--- src/rtl/painterengine_gpu_dma_writer.sv ---
// AXI4 write master for the GPU DMA path: drains one routed producer channel into memory
// in INCR bursts of at most 256 beats that never cross a 1 KB boundary.
// Optional beat counter output: define PAINTERENGINE_GPU_DMA_WRITER_PROGRESS_EN.
module painterengine_gpu_dma_writer #(
    parameter int TIMEOUT_BIT = 18
) (
    input  logic         i_wire_clock,
    input  logic         i_wire_resetn,
    output logic         o_wire_done,
    input  logic [127:0] i_wire_address,
    input  logic [127:0] i_wire_length,
    input  logic [3:0]   i_wire_router,
    input  logic [127:0] i_wire_data,
    input  logic [3:0]   i_wire_data_valid,
    output logic [3:0]   o_wire_data_next,
    output logic         o_wire_error,
    output logic [2:0]   o_wire_error_type,
`ifdef PAINTERENGINE_GPU_DMA_WRITER_PROGRESS_EN
    output logic [31:0]  o_wire_progress,
`endif
    output logic         o_wire_M_AXI_AWID,
    output logic [31:0]  o_wire_M_AXI_AWADDR,
    output logic [7:0]   o_wire_M_AXI_AWLEN,
    output logic [2:0]   o_wire_M_AXI_AWSIZE,
    output logic [1:0]   o_wire_M_AXI_AWBURST,
    output logic         o_wire_M_AXI_AWLOCK,
    output logic [3:0]   o_wire_M_AXI_AWCACHE,
    output logic [2:0]   o_wire_M_AXI_AWPROT,
    output logic [3:0]   o_wire_M_AXI_AWQOS,
    output logic         o_wire_M_AXI_AWVALID,
    input  logic         i_wire_M_AXI_AWREADY,
    output logic [31:0]  o_wire_M_AXI_WDATA,
    output logic [3:0]   o_wire_M_AXI_WSTRB,
    output logic         o_wire_M_AXI_WLAST,
    output logic         o_wire_M_AXI_WVALID,
    input  logic         i_wire_M_AXI_WREADY,
    input  logic         i_wire_M_AXI_BID,
    input  logic [1:0]   i_wire_M_AXI_BRESP,
    input  logic         i_wire_M_AXI_BVALID,
    output logic         o_wire_M_AXI_BREADY
);

    typedef enum logic [3:0] {
        ST_ROUTING     = 4'd0,
        ST_PARAM_CHECK = 4'd1,
        ST_CALC1       = 4'd2,
        ST_CALC2       = 4'd3,
        ST_ADDR        = 4'd4,
        ST_DATA        = 4'd5,
        ST_RESP        = 4'd6,
        ST_DONE        = 4'd7,
        ST_ERROR       = 4'd8
    } state_t;

    localparam logic [2:0] ERR_OK       = 3'd0;
    localparam logic [2:0] ERR_ROUTER   = 3'd1;
    localparam logic [2:0] ERR_ADDRESS  = 3'd2;
    localparam logic [2:0] ERR_AW_TMO   = 3'd3;
    localparam logic [2:0] ERR_W_TMO    = 3'd4;
    localparam logic [2:0] ERR_PROTOCOL = 3'd5;
    localparam logic [2:0] ERR_BRESP    = 3'd6;
    localparam logic [2:0] ERR_B_TMO    = 3'd7;

    localparam int TMO_W = TIMEOUT_BIT + 1;

    state_t             state_q, state_d;
    logic [31:0]        address_q, address_d;
    logic [31:0]        length_q, length_d;
    logic [31:0]        offset_q, offset_d;
    logic [31:0]        remaining_q, remaining_d;
    logic [7:0]         unalign_q, unalign_d;
    logic [8:0]         aligned_q, aligned_d;
    logic [8:0]         beat_q, beat_d;
    logic [1:0]         idx_q, idx_d;
    logic [TMO_W-1:0]   timeout_q, timeout_d;
    logic [2:0]         error_type_q, error_type_d;
`ifdef PAINTERENGINE_GPU_DMA_WRITER_PROGRESS_EN
    logic [31:0]        progress_q, progress_d;
`endif

    logic [8:0] burst;
    logic [8:0] burst_m1;
    logic       w_valid;
    logic       aw_hs;
    logic       w_hs;
    logic       b_hs;
    logic       route_ok;
    logic [1:0] route_idx;

    // Burst length is bounded both by the words left and by the distance to the next 1 KB line.
    assign burst    = (remaining_q < {23'd0, aligned_q}) ? remaining_q[8:0] : aligned_q;
    assign burst_m1 = burst - 9'd1;
    assign w_valid  = (state_q == ST_DATA) && i_wire_data_valid[idx_q];
    assign aw_hs    = (state_q == ST_ADDR) && i_wire_M_AXI_AWREADY;
    assign w_hs     = w_valid && i_wire_M_AXI_WREADY;
    assign b_hs     = (state_q == ST_RESP) && i_wire_M_AXI_BVALID;

    // NOTE: sequential state uses non-blocking assignments only; all next values come from always_comb.
    always_ff @(posedge i_wire_clock or negedge i_wire_resetn) begin
        if (!i_wire_resetn) begin
            state_q      <= ST_ROUTING;
            address_q    <= '0;
            length_q     <= '0;
            offset_q     <= '0;
            remaining_q  <= '0;
            unalign_q    <= '0;
            aligned_q    <= '0;
            beat_q       <= '0;
            idx_q        <= '0;
            timeout_q    <= '0;
            error_type_q <= ERR_OK;
`ifdef PAINTERENGINE_GPU_DMA_WRITER_PROGRESS_EN
            progress_q   <= '0;
`endif
        end else begin
            state_q      <= state_d;
            address_q    <= address_d;
            length_q     <= length_d;
            offset_q     <= offset_d;
            remaining_q  <= remaining_d;
            unalign_q    <= unalign_d;
            aligned_q    <= aligned_d;
            beat_q       <= beat_d;
            idx_q        <= idx_d;
            timeout_q    <= timeout_d;
            error_type_q <= error_type_d;
`ifdef PAINTERENGINE_GPU_DMA_WRITER_PROGRESS_EN
            progress_q   <= progress_d;
`endif
        end
    end

    // NOTE: every signal written below gets a default first so no latch can be inferred.
    always_comb begin
        state_d      = state_q;
        address_d    = address_q;
        length_d     = length_q;
        offset_d     = offset_q;
        remaining_d  = remaining_q;
        unalign_d    = unalign_q;
        aligned_d    = aligned_q;
        beat_d       = beat_q;
        idx_d        = idx_q;
        error_type_d = error_type_q;
        route_ok     = 1'b1;
        route_idx    = 2'd0;

        case (i_wire_router)
            4'b0001: route_idx = 2'd0;
            4'b0010: route_idx = 2'd1;
            4'b0100: route_idx = 2'd2;
            4'b1000: route_idx = 2'd3;
            default: route_ok  = 1'b0;
        endcase

        case (state_q)
            ST_ROUTING: begin
                if (route_ok) begin
                    idx_d     = route_idx;
                    address_d = i_wire_address[{route_idx, 5'd0} +: 32];
                    length_d  = i_wire_length[{route_idx, 5'd0} +: 32];
                    state_d   = ST_PARAM_CHECK;
                end else begin
                    error_type_d = ERR_ROUTER;
                    state_d      = ST_ERROR;
                end
            end
            ST_PARAM_CHECK: begin
                if ((address_q[1:0] != 2'b00) || (length_q == 32'd0)) begin
                    error_type_d = ERR_ADDRESS;
                    state_d      = ST_ERROR;
                end else begin
                    offset_d = '0;
                    beat_d   = '0;
                    state_d  = ST_CALC1;
                end
            end
            ST_CALC1: begin
                unalign_d = address_q[9:2] + offset_q[7:0];
                state_d   = ST_CALC2;
            end
            ST_CALC2: begin
                remaining_d = length_q - offset_q;
                aligned_d   = 9'd256 - {1'b0, unalign_q};
                state_d     = ST_ADDR;
            end
            ST_ADDR: begin
                if (aw_hs) begin
                    beat_d  = '0;
                    state_d = ST_DATA;
                end else if (timeout_q[TIMEOUT_BIT]) begin
                    error_type_d = ERR_AW_TMO;
                    state_d      = ST_ERROR;
                end
            end
            ST_DATA: begin
                if (w_hs) begin
                    beat_d = beat_q + 9'd1;
                    if (beat_q == burst_m1) begin
                        offset_d = offset_q + {23'd0, burst};
                        state_d  = ST_RESP;
                    end
                end else if (timeout_q[TIMEOUT_BIT]) begin
                    error_type_d = ERR_W_TMO;
                    state_d      = ST_ERROR;
                end
            end
            ST_RESP: begin
                if (b_hs) begin
                    if (i_wire_M_AXI_BRESP != 2'b00) begin
                        error_type_d = ERR_BRESP;
                        state_d      = ST_ERROR;
                    end else if (offset_q >= length_q) begin
                        state_d = ST_DONE;
                    end else begin
                        state_d = ST_CALC1;
                    end
                end else if (timeout_q[TIMEOUT_BIT]) begin
                    error_type_d = ERR_B_TMO;
                    state_d      = ST_ERROR;
                end
            end
            default: ;
        endcase

        // A write response nobody asked for means the interconnect and this master disagree.
        if (i_wire_M_AXI_BVALID && (state_q != ST_RESP) &&
            (state_q != ST_DONE) && (state_q != ST_ERROR)) begin
            error_type_d = ERR_PROTOCOL;
            state_d      = ST_ERROR;
        end

        if ((state_d != state_q) || aw_hs || w_hs || b_hs)
            timeout_d = '0;
        else if ((state_q == ST_ADDR) || (state_q == ST_DATA) || (state_q == ST_RESP))
            timeout_d = timeout_q + TMO_W'(1);
        else
            timeout_d = timeout_q;

`ifdef PAINTERENGINE_GPU_DMA_WRITER_PROGRESS_EN
        progress_d = w_hs ? progress_q + 32'd1 : progress_q;
`endif
    end

    always_comb begin
        o_wire_done          = (state_q == ST_DONE);
        o_wire_error         = (state_q == ST_ERROR);
        o_wire_error_type    = error_type_q;
        o_wire_M_AXI_AWVALID = (state_q == ST_ADDR);
        o_wire_M_AXI_AWADDR  = address_q + {offset_q[29:0], 2'b00};
        o_wire_M_AXI_AWLEN   = burst_m1[7:0];
        o_wire_M_AXI_WVALID  = w_valid;
        o_wire_M_AXI_WDATA   = i_wire_data[{idx_q, 5'd0} +: 32];
        o_wire_M_AXI_WLAST   = (state_q == ST_DATA) && (beat_q == burst_m1);
        o_wire_M_AXI_BREADY  = (state_q == ST_RESP);
        o_wire_data_next     = 4'b0000;
        if (w_hs)
            o_wire_data_next[idx_q] = 1'b1;
    end

    assign o_wire_M_AXI_AWID    = 1'b0;
    assign o_wire_M_AXI_AWSIZE  = 3'b010;
    assign o_wire_M_AXI_AWBURST = 2'b01;
    assign o_wire_M_AXI_AWLOCK  = 1'b0;
    assign o_wire_M_AXI_AWCACHE = 4'b0010;
    assign o_wire_M_AXI_AWPROT  = 3'b000;
    assign o_wire_M_AXI_AWQOS   = 4'b0000;
    assign o_wire_M_AXI_WSTRB   = 4'hF;

`ifdef PAINTERENGINE_GPU_DMA_WRITER_PROGRESS_EN
    assign o_wire_progress = progress_q;
`endif

    // BID is single-ID and the top offset bits fall off the byte-address shift.
    logic unused_ok;
    assign unused_ok = &{1'b0, i_wire_M_AXI_BID, offset_q[31:30]};

endmodule
--- config.mk ---
export PLATFORM = sky130hd
export DESIGN_NAME = painterengine_gpu_dma_writer
export DESIGN_NICKNAME = d
export VERILOG_FILES = /design/src/rtl/painterengine_gpu_dma_writer.sv
export SDC_FILE = /design/constraint.sdc
export NUM_CORES = 1
export LEC_CHECK = 0
export ABC_CLOCK_PERIOD_IN_PS = 7200
export BUFFER_PORTS_ARGS = -buffer_cell sky130_fd_sc_hd__buf_2
export CORE_AREA = 2 2 198 200
export CTS_BUF_LIST = sky130_fd_sc_hd__clkbuf_4
export CTS_CLUSTER_SIZE = 14
export DETAILED_ROUTE_END_ITERATION = 8
export DIE_AREA = 0 0 200 202
export RECOVER_POWER = 50
export SLEW_MARGIN = 40
export SYNTH_ARGS = -nofsm -noshare
export SYNTH_HDL_FRONTEND = slang
export SYNTH_SLANG_ARGS = --single-unit
--- constraint.sdc ---
create_clock -name i_wire_clock -period 7.2 [get_ports i_wire_clock]
set_input_delay 0.36 -clock i_wire_clock [delete_from_list [all_inputs] [get_ports i_wire_clock]]
set_output_delay 0.36 -clock i_wire_clock [all_outputs]
set_load 0.02 [all_outputs]
== After elaboration in Yosys (flattened, before gate mapping) ==
Cells that the tools add are included.
Cells by class
  $add $sub $neg: 8
  order comparisons: 4
  equal/unequal tests: 29
  shift-type cells: 3
  multiplexer cells: 40
  reductions and logical operators: 28
Operator list (number)
  variable part select 128 x 8 -> 32 bit: 3
  2-to-1 mux 32 bit: 3
  one-hot mux 32 bit (2 select lines): 1
  2-to-1 mux 4 bit: 10
  2-to-1 mux 19 bit: 2
  2-to-1 mux 9 bit: 4
  2-to-1 mux 3 bit: 11
  adder 32 bit: 1
  adder 32 x 9 -> 32 bit: 1
  >= comparator 32 bit: 1
  zero test 32 bit: 1
  < comparator 32 x 9 -> 1 bit: 1
  subtractor 32 bit: 1
  one-hot mux 4 bit (7 select lines): 1
  one-hot mux 9 bit (3 select lines): 1
  == test 4 x 3 -> 1 bit (second input constant): 5
  adder 19 x 1 -> 19 bit (second input constant): 1
  one-hot mux 3 bit (5 select lines): 1
  == test 4 x 2 -> 1 bit (second input constant): 3
  adder 9 x 1 -> 9 bit (second input constant): 1
  == test 9 bit: 1
  logical AND 1 bit: 9
  != test 3 x 2 -> 1 bit (second input constant): 3
  AND reduction 9 bit: 1
  28 further kinds: 45
Storage, ports and cells
  register bits: 182

== Depth between registers and ports, before layout ==
Gate-level depths: netlist of run 1.
  depth after elaboration: 13
  mapped depth: 24
  mapped depth without buffers: 21

== Worst setup path before layout of run 1 ==
OpenSTA, ideal clock, no wires.
  kind: register -> register
  from: register remaining_q[5]
  to: register offset_q[26]
  arrival: 4673 ps
  required time: 7122 ps
  setup slack: 2449 ps
  stages on the path, launching flop included: 24
  cells stage by stage: dfrtp_1 -> ha_1 -> a21oi_1 -> o21ai_0 -> a311oi_2 -> o21a_4 -> buf_12 -> mux2i_1 -> inv_1 -> ha_1 -> inv_1 -> fa_1 -> nor2b_1 -> o21ai_0 -> a21boi_0 -> o21ai_0 -> nand2b_1 -> a21o_1 -> a21o_1 -> a21oi_1 -> clkbuf_1 -> clkbuf_1 -> o31ai_1 -> a21oi_1
Between the ends
  word-level cells in the longest chain between the ends: 6
  elaborated cells on any way between the ends: 10
  classes of those cells: add/sub (2); order compare (1); eq/ne (2); mux (4); reduce/logical (1)
RTL lines
  from (decl): line 70  | logic [31:0] remaining_q, remaining_d;
  from (signal assigned): line 120  | remaining_q <= remaining_d;
  < comparator 32 x 9 -> 1 bit: line 91  | assign burst = (remaining_q < {23'd0, aligned_q}) ? remaining_q[8:0] : aligned_q;
  2-to-1 mux 9 bit: line 91
  subtractor 9 x 1 -> 9 bit: line 92  | assign burst_m1 = burst - 9'd1;
  named net o_wire_M_AXI_AWLEN[0]: line 23  | output logic [7:0] o_wire_M_AXI_AWLEN,
  == test 9 bit: line 199  | if (beat_q == burst_m1) begin
  != test 2 x 1 -> 1 bit (no source line)
  AND reduction 4 bit (no source line)
  to (signal assigned): line 119  | offset_q <= offset_d;
  to (decl): line 69  | logic [31:0] offset_q, offset_d;
The timed path passes the listed nets, and every way through them passes these cells. The select of a mux whose other input is x is not followed.
A chain may end at the register's enable or synchronous reset.

== Final worst setup path of run 1 ==
  from: register remaining_q[5]
  to: output o_wire_M_AXI_WLAST
Between the ends
  word-level cells in the longest chain between the ends: 5
RTL lines
  < comparator 32 x 9 -> 1 bit: line 91
  2-to-1 mux 9 bit *: line 91
  subtractor 9 x 1 -> 9 bit *: line 92
  == test 9 bit *: line 254  | o_wire_M_AXI_WLAST = (state_q == ST_DATA) && (beat_q == burst_m1);
  logical AND 1 bit *: line 254
  to (decl): line 34  | output logic o_wire_M_AXI_WLAST,
Mark *: on every way between the ends. The rest lies on a longest branch, timed or not.

==> impl_metrics.tcl, run 1 <==
set metrics [dict create \
    dr.pass1.iters 4 \
    regArea_mm2 0.00456 \
    violations "capacitance limit, slew limit" \
    ir_drop_uv 122 \
    multi_input_area_mm2 0.00973 \
    cts_root_buf "clkbuf_4" \
    clk_path_buf_depth 2 \
    synth.distinct_cells 74 \
    area_growth_pct 21.4 \
    wl_mm 50.7 \
    cp_max_fo 21 \
    cts.clk_slew.worst_paths_ns 0.18 \
    ys_warn_count 0 \
    core_mm2 0.0383 \
    p_per_area_mw_per_mm2 292 \
    drv_cap 4 \
    start_util 0.390 \
    gr-usage-all-layers 0.251 \
    grt_use_met3 0.0412 \
    worstMarginPinSlew_ns 5.36 \
    die_area_mm2 0.0404 \
    period_share 0.780 \
    io_pins 507 \
    grt_pass1_wl_mm 76.9 \
    grt_overflow 0 \
    setup_tns_ns 0 \
    required_ns 6.84 \
    die_h_um 202 \
    place_congestion 0.899 \
    startpoint "remaining_q[5]" \
    num_rows 72 \
    cts_setup_buffers 0 \
    yosysTopAreaCell "dfrtp_1" \
    rsz0062_at_grt "false" \
    use_met2 0.444 \
    fin_crit_ns 5.61 \
    hold_violations 0 \
    place_area_mm2 0.0178 \
    layout.nets 2456 \
    port_buffers 483 \
    drtIter0Drc 707 \
    reg2reg_setup_slack_ns 1.76 \
    fillers 3758 \
    die_w_um 200 \
    final_area_mm2 0.0181 \
    worstRegToRegCells 5 \
    antenna_found_initial 4 \
    cts_tree "built" \
    clkSinkCount 182 \
    r2r_start "state_q[0]" \
    finalSetupViolCount 0 \
    synth.area.top_cells "dfrtp_1, mux4_2, ha_1, mux2_2, xnor2_1" \
    holdWs_ns 0.149 \
    outcome "finished, violations left" \
    grt_start_max_net_pins 92 \
    r2r-end "length_q[19]" \
    fmax_ghz 0.178 \
    syn_area_mm2 0.0149 \
    ys_seq_elements 182 \
    synthArstFlopShare 1.00 \
    drc 0 \
    clk_latency_ns 0.63 \
    htree_levels 4 \
    crit_arrival_ns 5.25 \
    synth-edff-count 0 \
    leakagePower_uw 0.00839 \
    viasPerCell 5.44 \
    gr-usage-met1 0.292 \
    endpoint_kind "output pin" \
    hpwl_mm 41.0 \
    synth_top_area_frac 0.305 \
    crit_path_end "o_wire_M_AXI_WLAST" \
    path_class "reg2out" \
    maxSlewHeadroom -2.57 \
    drive_gt1_frac 0.362 \
    clock_skew_ns 0.0268 \
    startpoint_type "flip-flop" \
    vias 13626 \
    ys.flop_type "dfrtp_1" \
    ys_seq_area_frac 0.305 \
    synth_cells 1525 \
    grt_most_used_layer "met2" \
    setup_ws_ns 1.59 \
    final_max_slew_viol_count 249 \
    numCtsBuffers 17 \
    hold_path.class "in2reg" \
    grt_pass1_vias 13726 \
    avgSynthCellArea_um2 9.80 \
    ant_nets 0 \
    pre_cts_slack_ns 2.21 \
    drt-wirelength-per-cell_um 20.2 \
]
==> final cells by class <==
type,count,area share
Timing Repair Buffer,502,0.140
Inverter,85,0.0176
Multi-Input combinational cell,1183,0.536
Clock buffer,17,0.00704
Antenna cell,4,0.000552
Tap cell,518,0.0357
Sequential cell,182,0.251
Clock inverter,15,0.0119
==> synth_stat cells, types with 34 or more instances <==
cell        n
xor2_1     34
dfrtp_1   182
mux2_2     70
inv_1      84
clkbuf_1   51
xnor2_1    65
nand3_1    41
nand2_1   140
or3_1      50
a21oi_1    82
mux4_2     97
ha_1       82
mux2i_1    35
o21ai_0   104
nor2_1     70
==> critical path, cell delays in order, from the launching register on <==
cell and delay, ns:
dfrtp_1 0.48, ha_1 0.33, a21oi_1 0.15, o21ai_0 0.14, a311oi_2 0.48, o21a_4 0.36, mux2i_1 0.43, ha_1 0.35
nand2_1 0.12, or3_1 0.34, nor2_1 0.09, mux2i_1 0.11, nor2b_1 0.19, o221ai_1 0.17, a211oi_1 0.37, nand2_1 0.27
inv_1 0.10, buf_2 0.16
==> stage by stage <==
stage | cells | power, µW | utilization
after global routing | 2506 | 5680 | 0.474
after detailed placement | 2469 | 4610 | 0.466
after CTS | 2502 | 5320 | 0.475
final | 2506 | 5290 | 0.474
after floorplan | 1545 | 3600 | -
after global placement | 2469 | 4560 | 0.464
==> sequential cells by signal (all words and copies together) (netlist names) <==
signal / cells
timeout_q: 19
o_wire_error_type: 3
offset_q: 32
idx_q: 2
address_q: 32
remaining_q: 32
unalign_q: 8
aligned_q: 9
beat_q: 9
length_q: 32
state_q: 4
==> where the power goes <==
group | internal (µW) | switching (µW) | total [µW]
clock | 286 | 409 | 695
combinational | 1300 | 1840 | 3140
sequential | 1240 | 220 | 1460
==> layer usage <==
metal  vias up  wire length [µm]
li1       6522                 -
met4         0              2320
met5         -                 0
met1      6575             20200
met2       470             25300
met3        59              2900
==> cell families after synthesis <==
group | share of synthesized area
and+or+nand+nor | 0.155
buffers and inverters | 0.0534
xor gates and xnor gates | 0.0596
DFF | 0.305
muxes | 0.222
other | 0.000503
AOI/OAI and AO/OA | 0.132
adders and majority gates | 0.0727
==> timing repair <==
item	4_1_cts	5_1_grt
hold buffers	1	0
endpoints found under the hold margin	89	0
resized for setup	0	0
==> cell usage in the layout, fill, tap and decap left out, drive strengths merged, types with 8 or more instances in the layout <==
cell type  count
mux2i         35
xor2          34
conb          22
o211ai        14
a31oi         12
inv           92
dfrtp        182
o21ai        105
o21a           8
nor4          25
nor3          32
buf          487
clkbuf        31
or4           20
nand2b        12
o21bai         8
a21oi         82
nor2          70
mux4          97
nand2        140
a21o          23
nand4         14
xnor2         65
nor2b         15
nand3         41
mux2          70
or3           51
o31ai         23
and3          15
ha            82
==> how the worst min path moves through the flow <==
stage | depth (start not counted) | endpoint | slack [ns] | start
CTS | 4 | address_q[3] | 0.09 | i_wire_address[35]
detailed placement | 1 | address_q[7] | 0.44 | i_wire_resetn
global placement | 2 | remaining_q[20] | 0.46 | remaining_q[20]
floorplan | 0 | address_q[0] | 0.06 | i_wire_resetn
finish | 4 | address_q[3] | 0.15 | i_wire_address[35]
global route | 3 | address_q[4] | 0.11 | i_wire_address[4]
Note: power is estimated with default switching activity, not from simulation.
==> run 2: changes to the inputs <==
- ABC_AREA: not set -> 1
- ABC_CLOCK_PERIOD_IN_PS: 7200 -> 4700
- PLACE_DENSITY: not set -> 0.68
- clock period: 7.2 -> 4.7 ns (I/O delays scaled with it)
==> run 2 against run 1 <==
Net effect: the flow still finishes with violations (capacitance limit, slew limit); register-to-register slack got worse by 1.3 ns; synthesized cell count grew 42%; die area did not move; hold slack worse by 0.094 ns; non-clock buffer count is 171 higher; critical path type unchanged.
==> impl_metrics.tcl, run 2 <==
set metrics [dict create \
    holdWs_ns 0.0544 \
    layout_common_cells "buf_2, nor2_1, nand2_1" \
    p_int_uw 2150 \
    r2r-end "offset_q[24]" \
    startpoint "address_q[5]" \
    synth_top_family_by_area "simple AND/OR/NAND/NOR gates" \
    area_growth_pct 31.0 \
    synth_compound_area_frac 0.219 \
    crit_path_end "o_wire_M_AXI_AWADDR[28]" \
    drt-wirelength-per-cell_um 17.5 \
    cts_root_buf "clkbuf_4" \
    clock_skew_ns 0.0298 \
    wl_mm 57.6 \
    ys.flop_type "dfrtp_1" \
    yosys-mux-area-fraction 0.00139 \
    synthTopCellsByCount "nor2_1, nand2_1, o21ai_0, dfrtp_1, inv_1" \
    wl_met1_mm 24.2 \
    htree_levels 4 \
    fmax_ghz 0.231 \
    port_buffers 483 \
    ir_drop_uv 168 \
    synth.most_common_cell "nor2_1" \
    synth_cells 2163 \
    place_area_mm2 0.0181 \
    numCtsBuffers 17 \
    p_sw_frac 0.297 \
    p_per_area_mw_per_mm2 153 \
    synth_top_area_frac 0.298 \
    synth_adder_area_share 0.0712 \
    fin_crit_ns 4.34 \
    avgSynthCellArea_um2 7.05 \
    layout.nets 3237 \
    seqPwrFrac 0.512 \
    r2r_start "remaining_q[8]" \
    clk_latency_ns 0.65 \
    fin_cells 3285 \
    synthSimpleGateAreaFrac 0.273 \
    ant_nets 0 \
    hold_violations 0 \
    vias 17617 \
    drtIter0Drc 1116 \
    gr-usage-all-layers 0.277 \
    fillers 3679 \
    clock_power_share 0.320 \
    highest_layer "met4" \
    routed-wl-met2_mm 27.5 \
    start_util 0.399 \
    path_class "reg2out" \
    die_h_um 202 \
    grt_start_max_net_pins 96 \
    place_congestion 0.988 \
    p_comb_frac 0.168 \
    final_max_slew_viol_count 238 \
    dr.pass1.iters 6 \
    finalSetupViolCount 0 \
    cts.clk_slew.worst_paths_ns 0.16 \
    drc 0 \
    reg2reg_setup_slack_ns 0.45 \
    violations "capacitance limit, slew limit" \
    synth-edff-count 0 \
    clkSinkCount 182 \
    grt_overflow 0 \
    required_ns 4.47 \
    ys_warn_count 0 \
    outcome "finished, violations left" \
    power.total_uw 3060 \
    crit_arrival_ns 4.10 \
    drv_cap 4 \
    placed_cells 3087 \
    maxSlewHeadroom -0.478 \
    yosysTopAreaCell "dfrtp_1" \
    power_switching_uw 910 \
    die_area_mm2 0.0404 \
    wl_met3_mm 3.71 \
    grt_pass1_vias 16464 \
    syn_area_mm2 0.0153 \
    antenna_found_initial 4 \
    clk_path_buf_depth 2 \
    io_pins 507 \
    worstRegToRegCells 20 \
    synth.distinct_cells 60 \
    viasPerCell 5.36 \
    synth_xor_area_frac 0.0517 \
    period_share 0.923 \
    cp_max_fo 5 \
    ys_seq_area_frac 0.298 \
    cts_setup_buffers 0 \
    num_rows 72 \
    mostFrequentLayoutCell "buf_2" \
    hpwl_mm 45.2 \
    core_mm2 0.0383 \
    cts_tree "built" \
    ys_seq_elements 182 \
    synthArstFlopShare 1.00 \
    endpoint_kind "output pin" \
    synth.area.top_cells "dfrtp_1, nor2_1, o21ai_0, nand2_1, ha_1" \
    leakagePower_uw 0.00990 \
    drive_gt1_frac 0.218 \
    hold_path.class "in2reg" \
    final_area_mm2 0.0200 \
    grt_pass1_wl_mm 87.0 \
    die_w_um 200 \
    startpoint_type "flip-flop" \
    worstMarginPinSlew_ns 2.22 \
]
[run 2: cell types whose count changed after synthesis, sizes merged, moves of 64 or more]
cell | previous run | this run
mux4 | 97 | 0
nand3 | 41 | 170
o21ai | 105 | 238
nor2 | 70 | 334
inv | 85 | 186
mux2 | 70 | 1
o21a | 8 | 72
nand2 | 140 | 311
[run 2: worst max-delay path: stages (launching register included)]
cell and delay [ns]:
dfrtp_1 0.51, ha_1 0.41, a21oi_1 0.16, o21ai_0 0.15
a21oi_1 0.18, o21bai_1 0.11, nand3_1 0.08, nand2_1 0.09
nand3_1 0.08, nand2_1 0.09, a21boi_1 0.38, inv_1 0.12
a21o_1 0.20, a21oi_1 0.26, o21ai_1 0.15, a21oi_1 0.20
xnor2_1 0.13, buf_2 0.18
[run 2: metrics by stage]
step | worst slack (ns) | TNS, ns | util
global placement | 0.441 | 0 | 0.472
floorplan | 0.914 | 0 | -
global route | -0.000630 | -0.000630 | 0.522
CTS | 0.109 | 0 | 0.522
detailed placement | 0.386 | 0 | 0.472
finish | 0.363 | 0 | 0.522
[run 2: cells by family (layout without fill, tap and decap cells)]
logic type / count (synthesis) / count (layout)
simple gates: 926 / 926
compound gates: 566 / 566
buf+inv: 310 / 892
flops: 182 / 182
xor+xnor: 90 / 90
fa+ha+maj: 85 / 85
other cells: 2 / 24
mux: 2 / 2
[run 2: worst min path at each step]
stage,depth (start not counted),slack (ns),end,from
CTS,3,0.002,address_q[14],i_wire_address[14]
global route,5,0.04,length_q[8],i_wire_length[40]
finish,4,0.05,length_q[1],i_wire_length[65]
detailed placement,1,0.36,length_q[16],i_wire_resetn
floorplan,0,-0.06,address_q[0],i_wire_resetn
global placement,1,0.34,length_q[16],i_wire_resetn
[run 2: power groups by stage]
stage	registers, µW	clock network [µW]	logic [µW]
final	1570	981	515
after global routing	1570	1080	563
after CTS	1570	1020	511
after detailed placement	1600	0	441
after global placement	1600	0	436
after floorplan	1600	0	193
[run 2: timing repair]
| item | 4_1_cts | 5_1_grt |
|---|---|---|
| endpoints found under the hold margin | 152 | 0 |
| setup endpoints to repair | 0 | 3 |
| hold buffers | 163 | 0 |
| resized for setup | 0 | 5 |
[run 2: layout make-up]
| cell class | count | area (µm²) | area share |
|---|---|---|---|
| tap | 518 | 648 | 0.0324 |
| multi-input combinational | 1691 | 9510 | 0.475 |
| inverter | 187 | 712 | 0.0356 |
| clock buffer | 17 | 128 | 0.00638 |
| timing repair buffer | 673 | 4250 | 0.213 |
| antenna | 2 | 5.00 | 0.000250 |
| clock inverter | 15 | 191 | 0.00957 |
| sequential | 182 | 4560 | 0.228 |
[run 2: per-layer routing]
layer,track usage,up-vias
met5,0,-
met2,0.483,747
met1,0.349,8189
met4,0.106,0
li1,-,8573
met3,0.0315,108
==> run 3: changes to the inputs <==
- CELL_PAD_IN_SITES_DETAIL_PLACEMENT: not set -> 0
- CELL_PAD_IN_SITES_GLOBAL_PLACEMENT: not set -> 1
- CORE_AREA: 2 2 198 200 -> not set
- CORE_ASPECT_RATIO: not set -> 0.9
- CORE_MARGIN: not set -> 2
- CORE_UTILIZATION: not set -> 33
- DIE_AREA: 0 0 200 202 -> not set
- PLACE_DENSITY: 0.68 -> not set
- PLACE_DENSITY_LB_ADDON: not set -> 0.1
- REMOVE_ABC_BUFFERS: not set -> 1
==> run 3 against run 2 <==
Net effect: the flow still finishes with violations (capacitance limit, slew limit); sequential power is essentially flat; critical path depth shrank 1; count of clock-buffer cells in the layout increased by 1; maximum frequency shrank 1.4%; critical endpoint is now o_wire_M_AXI_AWADDR[31].
==> impl_metrics.tcl, run 3 (synthesized netlist as in run 2, its figures left out) <==
set metrics [dict create \
    outcome "finished, violations left" \
    violations "capacitance limit, slew limit" \
    cts_root_buf "clkbuf_4" \
    ir_drop_uv 129 \
    drt-wirelength-per-cell_um 18.1 \
    rsz0062_at_grt "false" \
    place_congestion 0.942 \
    mostFrequentLayoutCell "buf_2" \
    path_buf_inv 2 \
    worstMarginPinSlew_ns 3.91 \
    path_class "reg2out" \
    cp_max_fo 4 \
    maxSlewHeadroom -1.61 \
    fmax_ghz 0.227 \
    grt_overflow 0 \
    timing.critical_path.mode_cell "nand2_1" \
    grt_start_max_net_pins 107 \
    dr.pass1.iters 5 \
    htree_levels 4 \
    crit_path_top_delay_cell "dfrtp_1" \
    max_stage_delay_ns 0.44 \
    required_ns 4.47 \
    multi_input_area_mm2 0.00953 \
    placed_cells 3186 \
    clkSinkCount 182 \
    hpwl_mm 48.9 \
    antenna_found_initial 8 \
    core_mm2 0.0456 \
    ant_nets 0 \
    layout_common_cells "buf_2, nor2_1, nand2_1" \
    crit_arrival_ns 4.16 \
    cts.clk_slew.worst_paths_ns 0.17 \
    viasPerCell 5.07 \
    layout.nets 3279 \
    clock_skew_ns 0.0271 \
    p_per_area_mw_per_mm2 148 \
    drtIter0Drc 1180 \
    port_buffers 483 \
    cts_tree "built" \
    fin_crit_ns 4.40 \
    area_growth_pct 34.4 \
    grt_pass1_wl_mm 94.9 \
    leakagePower_uw 0.0101 \
    final_max_slew_viol_count 77 \
    period_share 0.936 \
    die_w_um 231 \
    hold_violations 0 \
    num_rows 74 \
    drive_gt1_frac 0.219 \
    gr-usage-all-layers 0.253 \
    vias 17323 \
    die_area_mm2 0.0480 \
    setup_tns_ns 0 \
    startpoint_type "flip-flop" \
    start_util 0.335 \
    wl_mm 61.9 \
    fillers 4900 \
    drc 0 \
    hold_path.class "in2reg" \
    clk_path_buf_depth 2 \
    regArea_mm2 0.00456 \
    fin_util 0.450 \
    clk_latency_ns 0.68 \
    grt_pass1_vias 16558 \
    numCtsBuffers 17 \
    cts_setup_buffers 0 \
    drv_cap 1 \
    cp_cell_sequence "ha_1 -> nand3_1 -> nand2_1 -> a41oi_1 -> o21ai_0 -> buf_4 -> nand3_1 -> nand2_1 -> nand2_1 -> nand2_1 -> nand2_1 -> o31ai_1 -> a31oi_1 -> o21ai_0 -> xor2_1 -> buf_2" \
    endpoint_kind "output pin" \
    fin_cells 3418 \
    finalSetupViolCount 0 \
    crit_family "compound AO/OA/AOI/OAI gates" \
    die_h_um 208 \
    io_pins 507 \
]
==> run 3: power breakdown <==
group	total [µW]	leakage, µW	switching, µW	internal, µW
Sequential	1570	0.00246	1.42	1570
Clock	936	0.000151	652	284
Combinational	521	0.00745	263	258
Total	3030	0.0101	916	2110
==> run 3: worst paths after layout <==
path | start | endpoint | slack, ns | cells after the start
setup reg to reg | remaining_q[5] | offset_q[16] | 0.49 | 24
setup / recovery | offset_q[2] | o_wire_M_AXI_AWADDR[31] | 0.30 | 16
hold / removal | i_wire_router[3] | idx_q[1] | 0.18 | 6
min in group asynchronous | i_wire_resetn | address_q[7] | 1.64 | 2
hold reg to reg | remaining_q[23] | remaining_q[23] | 0.49 | 2
max in group asynchronous | i_wire_resetn | length_q[9] | 0.83 | 2
==> run 3: layout make-up <==
cell class | instances | share of cell area
Multi-Input combinational cell | 1691 | 0.465
Timing Repair Buffer | 715 | 0.227
Sequential cell | 182 | 0.222
Tap cell | 608 | 0.0371
Inverter | 187 | 0.0346
Clock inverter | 14 | 0.00714
Clock buffer | 18 | 0.00659
Antenna cell | 3 | 0.000366
==> run 3: routing by layer <==
metal	track usage	vias up	routed length (µm)	share of wire
li1	-	8651	-	-
met1	0.367	8176	30200	0.49
met2	0.397	442	27800	0.45
met3	0.0404	46	3050	0.049
met4	0.0516	8	800	0.013
met5	0	-	48	0.00078
==> run 3: per-stage QoR <==
step | hold WS (ns) | cell area [µm²] | power [µW] | worst slack [ns]
5_1_grt | 0.179 | 20500 | 3180 | 0.00492
2_1_floorplan | -0.0606 | 14700 | 1780 | -4.87
3_5_place_dp | 0.315 | 18200 | 2040 | 0.379
6_report | 0.182 | 20500 | 3030 | 0.300
3_3_place_gp | 0.310 | 18200 | 2030 | 0.478
4_1_cts | 0.113 | 20500 | 3070 | 0.00970
==> run 3: repair_timing <==
item                                    4_1_cts  5_1_grt
hold buffers                                197        0
endpoints found under the setup margin        3        9
pin swaps                                     0        0
endpoints found under the hold margin       144        0
gates resized for setup                       2       10
==> run 3: worst min-delay path: stages <==
cell and delay [ns]:
buf_2 0.11, nor2_1 0.05, nand3_1 0.07, nand2_1 0.05, nand2_1 0.21, o21ai_0 0.11
